### config.mk
export PLATFORM = sky130hd
export DESIGN_NAME = itree_config_loader
export DESIGN_NICKNAME = d
export VERILOG_FILES = /design/src/rtl/itree_config_loader.sv
export SDC_FILE = /design/constraint.sdc
export NUM_CORES = 1
export LEC_CHECK = 0
export BUFFER_PORTS_ARGS = -buffer_cell sky130_fd_sc_hd__buf_2
export CAP_MARGIN = 20
export CORE_MARGIN = 2
export CORE_UTILIZATION = 61
export CTS_CLUSTER_SIZE = 14
export DETAILED_ROUTE_END_ITERATION = 8
export HOLD_SLACK_MARGIN = 0.08
export PLACE_DENSITY = 0.92
export SLEW_MARGIN = 0
export SYNTH_ARGS = -nofsm -noshare
export SYNTH_HDL_FRONTEND = slang
export SYNTH_SLANG_ARGS = --single-unit
### constraint.sdc
create_clock -name clk -period 5.4 [get_ports clk]
set_input_delay 1.08 -clock clk [delete_from_list [all_inputs] [get_ports clk]]
set_output_delay 1.08 -clock clk [all_outputs]
set_load 0.005 [all_outputs]
### src/rtl/itree_config_loader.sv
// Checksummed byte-stream loader for the isolation-tree image: assembles a shadow copy and commits
// it atomically on a good checksum. Optional inactivity abort under ITREE_LOADER_TIMEOUT_EN.
module itree_config_loader #(
  parameter int unsigned DATA_W         = 8,
  parameter int unsigned IMG_W          = 256,
  parameter int unsigned TIMEOUT_CYCLES = 1024
) (
  input  logic              clk,
  input  logic              reset,
  input  logic              cfg_start,
  input  logic [DATA_W-1:0] cfg_data,
  input  logic              cfg_valid,
  output logic              cfg_ready,
  output logic [IMG_W-1:0]  itree_input,
  output logic              load_itree,
  output logic              itree_valid,
  output logic              cfg_busy,
  output logic              cfg_done,
  output logic              cfg_error
);

  localparam int unsigned NBEATS = IMG_W / DATA_W;
  localparam int unsigned CNT_W  = $clog2(NBEATS) + 1;

  if ((IMG_W % DATA_W) != 0 || NBEATS < 2 || TIMEOUT_CYCLES == 0) begin : g_bad_param
    $error("itree_config_loader: illegal parameter combination");
  end

  typedef enum logic [1:0] {StIdle, StRecv, StCksum} state_e;

  state_e             state_q, state_d;
  logic [IMG_W-1:0]   shadow_q, shadow_d;
  logic [IMG_W-1:0]   img_q, img_d;
  logic [CNT_W-1:0]   count_q, count_d;
  logic [DATA_W-1:0]  sum_q, sum_d;
  logic               img_valid_q, img_valid_d;
  logic               load_q, load_d;
  logic               done_q, done_d;
  logic               error_q, error_d;
  logic               accept;
  logic [DATA_W-1:0]  total;

`ifdef ITREE_LOADER_TIMEOUT_EN
  localparam int unsigned TO_W = $clog2(TIMEOUT_CYCLES + 1);
  logic [TO_W-1:0] idle_cnt_q, idle_cnt_d;
`endif

  always_comb begin
    state_d     = state_q;
    shadow_d    = shadow_q;
    img_d       = img_q;
    count_d     = count_q;
    sum_d       = sum_q;
    img_valid_d = img_valid_q;
    load_d      = 1'b0;
    done_d      = 1'b0;
    error_d     = error_q;
    cfg_ready   = 1'b0;
    cfg_busy    = 1'b0;
    accept      = 1'b0;
    total       = sum_q + cfg_data;

    unique case (state_q)
      StIdle: begin
        if (cfg_start) begin
          state_d = StRecv;
          count_d = '0;
          sum_d   = '0;
          error_d = 1'b0;
        end
      end
      StRecv: begin
        cfg_busy  = 1'b1;
        cfg_ready = !cfg_start;
        if (cfg_start) begin
          count_d = '0;
          sum_d   = '0;
          error_d = 1'b0;
        end else if (cfg_valid) begin
          accept   = 1'b1;
          // MSB-first: after NBEATS shifts the first beat sits in the top slot.
          shadow_d = {shadow_q[IMG_W-DATA_W-1:0], cfg_data};
          count_d  = count_q + CNT_W'(1);
          sum_d    = total;
          if (count_q == CNT_W'(NBEATS - 1)) state_d = StCksum;
        end
      end
      StCksum: begin
        cfg_busy  = 1'b1;
        cfg_ready = 1'b1;
        // A checksum beat wins over a simultaneous cfg_start.
        if (cfg_valid) begin
          accept  = 1'b1;
          state_d = StIdle;
          if (total == '0) begin
            img_d       = shadow_q;
            img_valid_d = 1'b1;
            load_d      = 1'b1;
            done_d      = 1'b1;
          end else begin
            error_d = 1'b1;
          end
        end else if (cfg_start) begin
          state_d = StRecv;
          count_d = '0;
          sum_d   = '0;
          error_d = 1'b0;
        end
      end
      default: state_d = StIdle;
    endcase

`ifdef ITREE_LOADER_TIMEOUT_EN
    idle_cnt_d = '0;
    if (state_q != StIdle && !accept && !cfg_start) begin
      if (idle_cnt_q == TO_W'(TIMEOUT_CYCLES - 1)) begin
        state_d = StIdle;
        error_d = 1'b1;
      end else begin
        idle_cnt_d = idle_cnt_q + TO_W'(1);
      end
    end
`endif
  end

  always_ff @(posedge clk) begin
    if (!reset) begin
      state_q     <= StIdle;
      shadow_q    <= '0;
      img_q       <= '0;
      count_q     <= '0;
      sum_q       <= '0;
      img_valid_q <= 1'b0;
      load_q      <= 1'b0;
      done_q      <= 1'b0;
      error_q     <= 1'b0;
`ifdef ITREE_LOADER_TIMEOUT_EN
      idle_cnt_q  <= '0;
`endif
    end else begin
      state_q     <= state_d;
      shadow_q    <= shadow_d;
      img_q       <= img_d;
      count_q     <= count_d;
      sum_q       <= sum_d;
      img_valid_q <= img_valid_d;
      load_q      <= load_d;
      done_q      <= done_d;
      error_q     <= error_d;
`ifdef ITREE_LOADER_TIMEOUT_EN
      idle_cnt_q  <= idle_cnt_d;
`endif
    end
  end

  assign itree_input = img_q;
  assign itree_valid = img_valid_q;
  assign load_itree  = load_q;
  assign cfg_done    = done_q;
  assign cfg_error   = error_q;

endmodule
==> metrics.md, run 1 <==
| Metric | Value |
|---|---|
| Total number of nets in the final design | 2,549 |
| Worst Max-Slew Pin Slew | 1.23 ns |
| Final cycle utilization of the critical path | 0.648 |
| Worst EP arrival | 3.97 ns |
| Die outline width | 185 um |
| Worst skew pair latency | approximately 0.56 ns |
| Worst rel slew slack | 0.182 |
| Top-Level Pins | 274 |
| Final global-route overflow total | 0 |
| Status | complete, no violations |
| Routed wire per std cell | 15.9 um |
| Placed Cells | 2,911 |
| Top post-synthesis cells by area | dfxtp_1 53%, nand2_1 19%, mux2i_1 13% |
| Post-Syn Nets | roughly 2,400 |
| Overall Global Routing Usage | 0.270 |
| Skew final | between 0.015 and 0.02 ns |
| Sinks on the clock net | 531 |
| Most common flop cell mapped by yosys | dfxtp_1 |
| Number of I/O port buffers | 273 |
| Required arrival time at the worst endpoint | 5.87 ns |
| Area share of the leading cell type in the synthesized netlist | 0.533 |
| Count of flip-flops with a built-in enable after synthesis | 0 |
| RSZ-0062 raised after global routing | no |
| Setup-failing EPs final | 0 |
| Final sum of negative setup slack | 0 ns |
| Worst-path clk slew | 0.06 ns |
| Type of element launching the critical path | input pin |
| Total of max-cap violations | 0 |
| LEAKAGE | 10.2 nW |
| Effective utilization at floorplan | 0.616 |
| Cell Count, Final, Fillers Out | roughly 3,000 |
| Critical path capture point type | register |
| Overall power consumption | 7.63 mW |
| DRC violation count after routing | 0 |
| RD Place Congestion | ~0.8 |
| Top cell types by occurrence after synthesis | 1,033 x nand2_1, 531 x dfxtp_1, 268 x a21oi_1 |
| Number of violations reported at the end of detailed-routing iteration 0 | 1,507 |
| Highest net fanout along the worst path | 127 |
| Area delta synth->final | 14.9% |
| Min-delay worst type | register to register |
| Syn Inst Count | 2,360 |
| Worst IR Drop VDD | roughly 0.23 mV |
| Area share of and/or/nand/nor cells after synthesis | 0.206 |
| Final period demand of the worst path | 3.50 ns |
| Final Slew Violations | 0 |
| Pre-Repair DR Iteration Count | 5 |
| Sequential area share after synthesis | 0.533 |
| Library cell with the highest instance count after synthesis | nand2_1 |
| Number of unique standard cell types used by synthesis | 39 |
| Number of warnings printed during yosys synthesis | 0 |
| Mapped Area | 19,900 um2 |
| Share of cells above drive strength 1 | 0.147 |
| Category of the critical setup timing path | input pin to register |
| Longest Clk Path Bufs | 3 |
| Number of global-route vias before repair | 15,745 |
| Row cnt | 66 |
| Antenna violations before repair | 2 |
| PD cells | between 300 and 400 nW/um2 |
| Mean post-synth cell area | 8.45 um2 |
| Hold-critical path depth | 2 |
| Post-CTS Resized | 0 |
| Combinational family with the most area after synthesis | simple AND/OR/NAND/NOR gates |
| Number of buffers inserted to repair setup after CTS | 0 |
| TritonCTS clock tree | done |
| Max H-tree Level | 2 |
| Number of hold violations in the final report | 0 |
| Total via count in the routed design | 16,684 |
| Parity-gate share of the synthesized area counting xor and xnor cells | 0.00352 |
| Root Driver | clkbuf_16 |
| Count of fill cells added during filler insertion | 2,243 |
| Detailed Place HPWL | roughly 28,000 um |
| Synthesized-area fraction occupied by ao, oa, aoi and oai cells | 0.0757 |
| Post-synthesis cell type with the largest combined area | dfxtp_1 |
| Largest net degree at the start of global routing | ~260 |
| Placeable core region | 32,400 um2 |
| Wire length of the first global-routing pass | 76,400 um |
| Area share of fa/ha/maj cells after synthesis | 0.00854 |
| Sum of routed wire length over all layers | 47,900 um |
| Die outline height | between 150 and 200 um |
| TritonCTS buffer count | 50 |
| Share of flip-flops with an asynchronous set or reset | 0 |
| FF-to-FF path depth | 8 |
| Routed vias/inst | 5.55 |
| Count of antenna-violating nets left after detailed routing | 0 |
| Multiplexer share of the synthesized area | 0.130 |
| Hold-fix buffer count after cts | 0 |
| Post-synthesis sequential element count | 531 |
| Floorplan die area | 34,100 um2 |
| FMAX | 286 MHz |
==> state kept, by name, indices dropped and copies added (netlist names) <==
| name | cells |
|---|---|
| itree_input | 256 |
| shadow_q | 256 |
| sum_q | 8 |
| count_q | 6 |
| state_q | 2 |
| cfg_done | 1 |
| cfg_error | 1 |
| itree_valid | 1 |
==> cell families (layout without fill, tap and decap cells) <==
| kind of cell | Yosys count | after routing |
|---|---|---|
| flip-flops | 531 | 531 |
| AND/OR/NAND/NOR | 1077 | 1077 |
| other | 0 | 1 |
| buffers and inverters | 181 | 385 |
| adder cells (fa/ha/maj) | 13 | 13 |
| multiplexers | 258 | 258 |
| AO/OA/AOI/OAI | 292 | 292 |
| XOR/XNOR | 8 | 8 |
==> area by class of cell <==
class	instances	area (um2)	area share
Antenna cell	1	2.50	0.000109
Sequential cell	531	10600	0.464
Inverter	7	33.8	0.00148
Clock inverter	17	123	0.00535
Tap cell	442	553	0.0242
Multi-Input combinational cell	1648	8460	0.370
Timing Repair Buffer	286	1550	0.0676
Clock buffer	75	1550	0.0675
==> worst paths after layout <==
path | from | end | slack (ns)
max | cfg_data[0] | itree_input[68]$_SDFFE_PN0P_ | 1.90
min | itree_input[216]$_SDFFE_PN0P_ | itree_input[216]$_SDFFE_PN0P_ | 0.46
max reg2reg | sum_q[0]$_SDFFE_PN0P_ | itree_input[68]$_SDFFE_PN0P_ | 2.26
min reg2reg | itree_input[216]$_SDFFE_PN0P_ | itree_input[216]$_SDFFE_PN0P_ | 0.46
==> critical path, stage by stage <==
cell       delay (ns)
buf_2            0.13
ha_1             0.23
fa_1             0.40
xor2_1           0.18
or4_1            0.46
or3_1            0.39
nand4bb_4        0.24
buf_12           0.29
mux2i_1          0.35
==> layer usage <==
| metal | GRT usage | vias to the layer above | wire (um) |
|---|---|---|---|
| met4 | 0.102 | 4 | 1450 |
| li1 | - | 7948 | - |
| met5 | 0 | - | 30 |
| met2 | 0.461 | 641 | 23700 |
| met3 | 0.0464 | 110 | 3220 |
| met1 | 0.342 | 7981 | 19500 |
==> cell usage in the layout (no fill, tap or decap), drive strengths merged, types with 7 or more instances in the layout <==
master and instances:
ha 12, a21oi 268, o21ai 7, inv 9
a22oi 7, buf 285, clkinv 12, mux2i 258
nand2 1033, dfxtp 531, nor2 20, clkbuf 76
==> report_power, final <==
group	internal, mW	switching, mW
Sequential	3.92	0.00360
Clock	2.03	1.49
Combinational	0.0269	0.164
Total	5.97	1.66
==> per-stage QoR <==
stage / instance area, um2 / setup slack, ns / utilization / hold slack, ns
2_1_floorplan: 19900 / 1.92 / - / 0.435
3_3_place_gp: 21200 / 1.38 / 0.654 / 0.430
3_5_place_dp: 21200 / 1.34 / 0.654 / 0.433
4_1_cts: 22800 / 1.91 / 0.705 / 0.457
5_1_grt: 22900 / 1.76 / 0.707 / 0.479
6_report: 22900 / 1.90 / 0.707 / 0.455
(Power assumes the default switching activity.)
==> inputs of run 2 (changes only) <==
--- a/config.mk
+++ b/config.mk
@@ -5,14 +5,15 @@
 export SDC_FILE = /design/constraint.sdc
 export NUM_CORES = 1
 export LEC_CHECK = 0
+export ABC_AREA = 1
 export BUFFER_PORTS_ARGS = -buffer_cell sky130_fd_sc_hd__buf_2
 export CAP_MARGIN = 20
 export CORE_MARGIN = 2
-export CORE_UTILIZATION = 61
+export CORE_UTILIZATION = 57
 export CTS_CLUSTER_SIZE = 14
 export DETAILED_ROUTE_END_ITERATION = 8
 export HOLD_SLACK_MARGIN = 0.08
-export PLACE_DENSITY = 0.92
+export PLACE_DENSITY = 0.87
 export SLEW_MARGIN = 0
 export SYNTH_ARGS = -nofsm -noshare
 export SYNTH_HDL_FRONTEND = slang
==> constraint.sdc (replaced) <==
create_clock -name clk -period 3.5 [get_ports clk]
set_input_delay 0.7 -clock clk [delete_from_list [all_inputs] [get_ports clk]]
set_output_delay 0.7 -clock clk [all_outputs]
set_load 0.005 [all_outputs]
==> run 2 against run 1 <==
Compared with the run above:
- critical path depth rose by 3
- largest power group unchanged
- worst setup slack got worse by 1.3 ns
- non-clock buffer count rose by 10
- core utilization fell by 3.9 points
- sequential cell count did not move
- combinational power rose to 4.0 times the previous value
- clock power rose by 64%
- first-iteration DRC count rose by 27%
- wire length rose by 2.8%
- synthesized cell count rose by 3.4%
==> metrics.md, run 2 <==
| Metric | Value |
|---|---|
| Max H-tree Level | 2 |
| Largest net degree at the start of global routing | ~260 |
| Number of warnings printed during yosys synthesis | 0 |
| Mean post-synth cell area | 7.89 um2 |
| Pre-Repair DR Iteration Count | 8 |
| TritonCTS clock tree | done |
| FF-to-FF path depth | 12 |
| Area share of and/or/nand/nor cells after synthesis | 0.239 |
| Overall Global Routing Usage | 0.266 |
| Status | complete, no violations |
| Worst IR Drop VDD | about 0.37 mV |
| Min-delay worst type | input pin to register |
| Longest Clk Path Bufs | 3 |
| Detailed Place HPWL | roughly 30,000 um |
| Top post-synthesis cells by area | dfxtp_1 55%, nor2_1 10%, a21oi_1 7.0% |
| Area share of the leading cell type in the synthesized netlist | 0.552 |
| Share of flip-flops with an asynchronous set or reset | 0 |
| Worst reg2reg endpoint | itree_input[70]$_SDFFE_PN0P_ |
| Type of element launching the critical path | register |
| Number of violations reported at the end of detailed-routing iteration 0 | 1,920 |
| Count of antenna diodes in the layout | 0 |
| Routed vias/inst | 5.64 |
| Most used cells in the layout excluding fill and tap cells | 533 x nor2_1, 531 x dfxtp_1, 311 x nand2_1 |
| Post-Syn Nets | roughly 2,500 |
| Top cell types by occurrence after synthesis | 533 x nor2_1, 531 x dfxtp_1, 312 x nand2_1 |
| Placeable core region | 33,400 um2 |
| Highest net fanout along the worst path | 110 |
| FMAX | 339 MHz |
| Total via count in the routed design | 17,341 |
| Mapped Area | 19,200 um2 |
| Library cell with the highest instance count after synthesis | nor2_1 |
| Register-to-register path setup slack | roughly 0.55 ns |
| DRC violation count after routing | 0 |
| LEAKAGE | 8.61 nW |
| Combinational family with the most area after synthesis | simple AND/OR/NAND/NOR gates |
| Worst skew pair latency | 0.56 ns |
| PD cells | 566 nW/um2 |
| Share of cells above drive strength 1 | 0.148 |
| Final global-route overflow total | 0 |
| Footprint of the flip-flops and latches | around 11,000 um2 |
| Total of max-cap violations | 0 |
| Placed Cells | 2,983 |
| Area share of fa/ha/maj cells after synthesis | 0.00884 |
| Post-synthesis cell type with the largest combined area | dfxtp_1 |
| Number of global-route vias before repair | around 16,000 |
| Top-Level Pins | approximately 270 |
| Effective utilization at floorplan | 0.577 |
| Synthesized-area fraction occupied by ao, oa, aoi and oai cells | 0.141 |
| Root Driver | clkbuf_16 |
| Final Slew Violations | 0 |
| Final sum of negative setup slack | 0 ns |
| Final cycle utilization of the critical path | 0.842 |
| Cell Count, Final, Fillers Out | 3,076 |
| Routed wire per std cell | 16.0 um |
| Category of the critical setup timing path | register to register |
| Worst setup path start | sum_q[0]$_SDFFE_PN0P_ |
| Area delta synth->final | 15.8% |
| Hold-critical path depth | 3 |
| Multiplexer share of the synthesized area | 0 |
| Count of antenna-violating nets left after detailed routing | 0 |
| Worst Max-Slew Pin Slew | 1.27 ns |
| Sum of routed wire length over all layers | roughly 50,000 um |
| Number of unique standard cell types used by synthesis | 30 |
| Post-synthesis sequential element count | 531 |
| Skew final | around 0.019 ns |
| Worst EP arrival | 3.44 ns |
| Leading cell type in the layout, fill and taps excluded | nor2_1 |
| Number of buffers inserted to repair setup after CTS | 0 |
| Area taken by multi-input logic gates | roughly 7500 um2 |
| R2R Path Start | sum_q[0]$_SDFFE_PN0P_ |
| Post-CTS Resized | 0 |
| Total number of nets in the final design | 2,613 |
| Floorplan die area | 35,300 um2 |
| RSZ-0062 raised after global routing | no |
| Critical path capture point type | register |
| Endpoint of the worst setup timing path | itree_input[70]$_SDFFE_PN0P_ |
| Parity-gate share of the synthesized area counting xor and xnor cells | 0.000910 |
| TritonCTS buffer count | 51 |
| Number of I/O port buffers | approximately 270 |
| Worst-path clk slew | around 0.060 ns |
| Number of hold violations in the final report | 0 |
| Row cnt | 67 |
| Die outline width | 188 um |
| Hold-fix buffer count after cts | 0 |
| Required arrival time at the worst endpoint | 3.99 ns |
| Count of flip-flops with a built-in enable after synthesis | 0 |
| Die outline height | 188 um |
| Most common flop cell mapped by yosys | dfxtp_1 |
| Sinks on the clock net | around 530 |
| Sequential area share after synthesis | 0.552 |
| Post-place instance area | 20,500 um2 |
| Finished layout cell area | around 22,000 um2 |
| Antenna violations before repair | 0 |
| Final period demand of the worst path | 2.95 ns |
| Wire length of the first global-routing pass | 79,100 um |
| Worst rel slew slack | 0.156 |
| Final design utilization | 0.668 |
| Count of fill cells added during filler insertion | 2,649 |
| Setup-failing EPs final | 0 |
| Syn Inst Count | around 2,400 |
| RD Place Congestion | 0.821 |
-- run 2: critical path, stage by stage, from the launching register on --
cell and delay, ns:
dfxtp_1 0.32, ha_1 0.22, fa_1 0.41, nand2_1 0.07
nand2_1 0.09, nand3_1 0.10, nand3_1 0.10, nand2_1 0.12
nor2_2 0.08, nand2_8 0.10, buf_4 0.71, o21ai_0 0.26
nor2_1 0.17
-- run 2: final cells by class --
class                           count  share of cell area
Clock buffer                       74              0.0684
Clock inverter                     19              0.0121
Inverter                           29             0.00589
Multi-Input combinational cell   1679               0.337
Sequential cell                   531               0.477
Tap cell                          448              0.0251
Timing Repair Buffer              296              0.0747
-- run 2: where the power goes --
group	total, mW	internal (mW)	switching, mW
Combinational	0.762	0.169	0.592
Clock	5.77	3.47	2.30
Sequential	6.09	6.07	0.0234
-- run 2: through the flow --
| step | hold WS, ns | setup slack (ns) | total power [mW] |
|---|---|---|---|
| finish | 0.447 | 0.552 | 12.6 |
| global route | 0.429 | 0.357 | 13.0 |
| CTS | 0.426 | 0.638 | 12.7 |
| detailed placement | 0.451 | 0.174 | 6.97 |
| global placement | 0.445 | 0.273 | 6.96 |
| floorplan | 0.438 | 0.943 | 6.78 |
-- run 2: logic make-up after synthesis --
family / after synthesis
flops: 531
compound gates: 538
fa+ha+maj: 13
simple gates: 1126
xor+xnor: 2
buf+inv: 230
-- run 2: worst min path at each step --
stage	endpoint	slack (ns)	from
floorplan	shadow_q[248]$_SDFFE_PN0P_	0.44	shadow_q[248]$_SDFFE_PN0P_
global placement	shadow_q[251]$_SDFFE_PN0P_	0.45	shadow_q[251]$_SDFFE_PN0P_
detailed placement	shadow_q[252]$_SDFFE_PN0P_	0.45	shadow_q[252]$_SDFFE_PN0P_
CTS	shadow_q[0]$_SDFFE_PN0P_	0.43	cfg_data[0]
global route	shadow_q[5]$_SDFFE_PN0P_	0.43	cfg_data[5]
finish	shadow_q[5]$_SDFFE_PN0P_	0.45	cfg_data[5]
-- run 2: layer usage --
metal | part of all wire | wire length, um | global-route usage
met5 | 0 | 0 | 0
met4 | 0.041 | 1990 | 0.119
met3 | 0.073 | 3600 | 0.0359
met2 | 0.47 | 23300 | 0.432
met1 | 0.41 | 20300 | 0.354
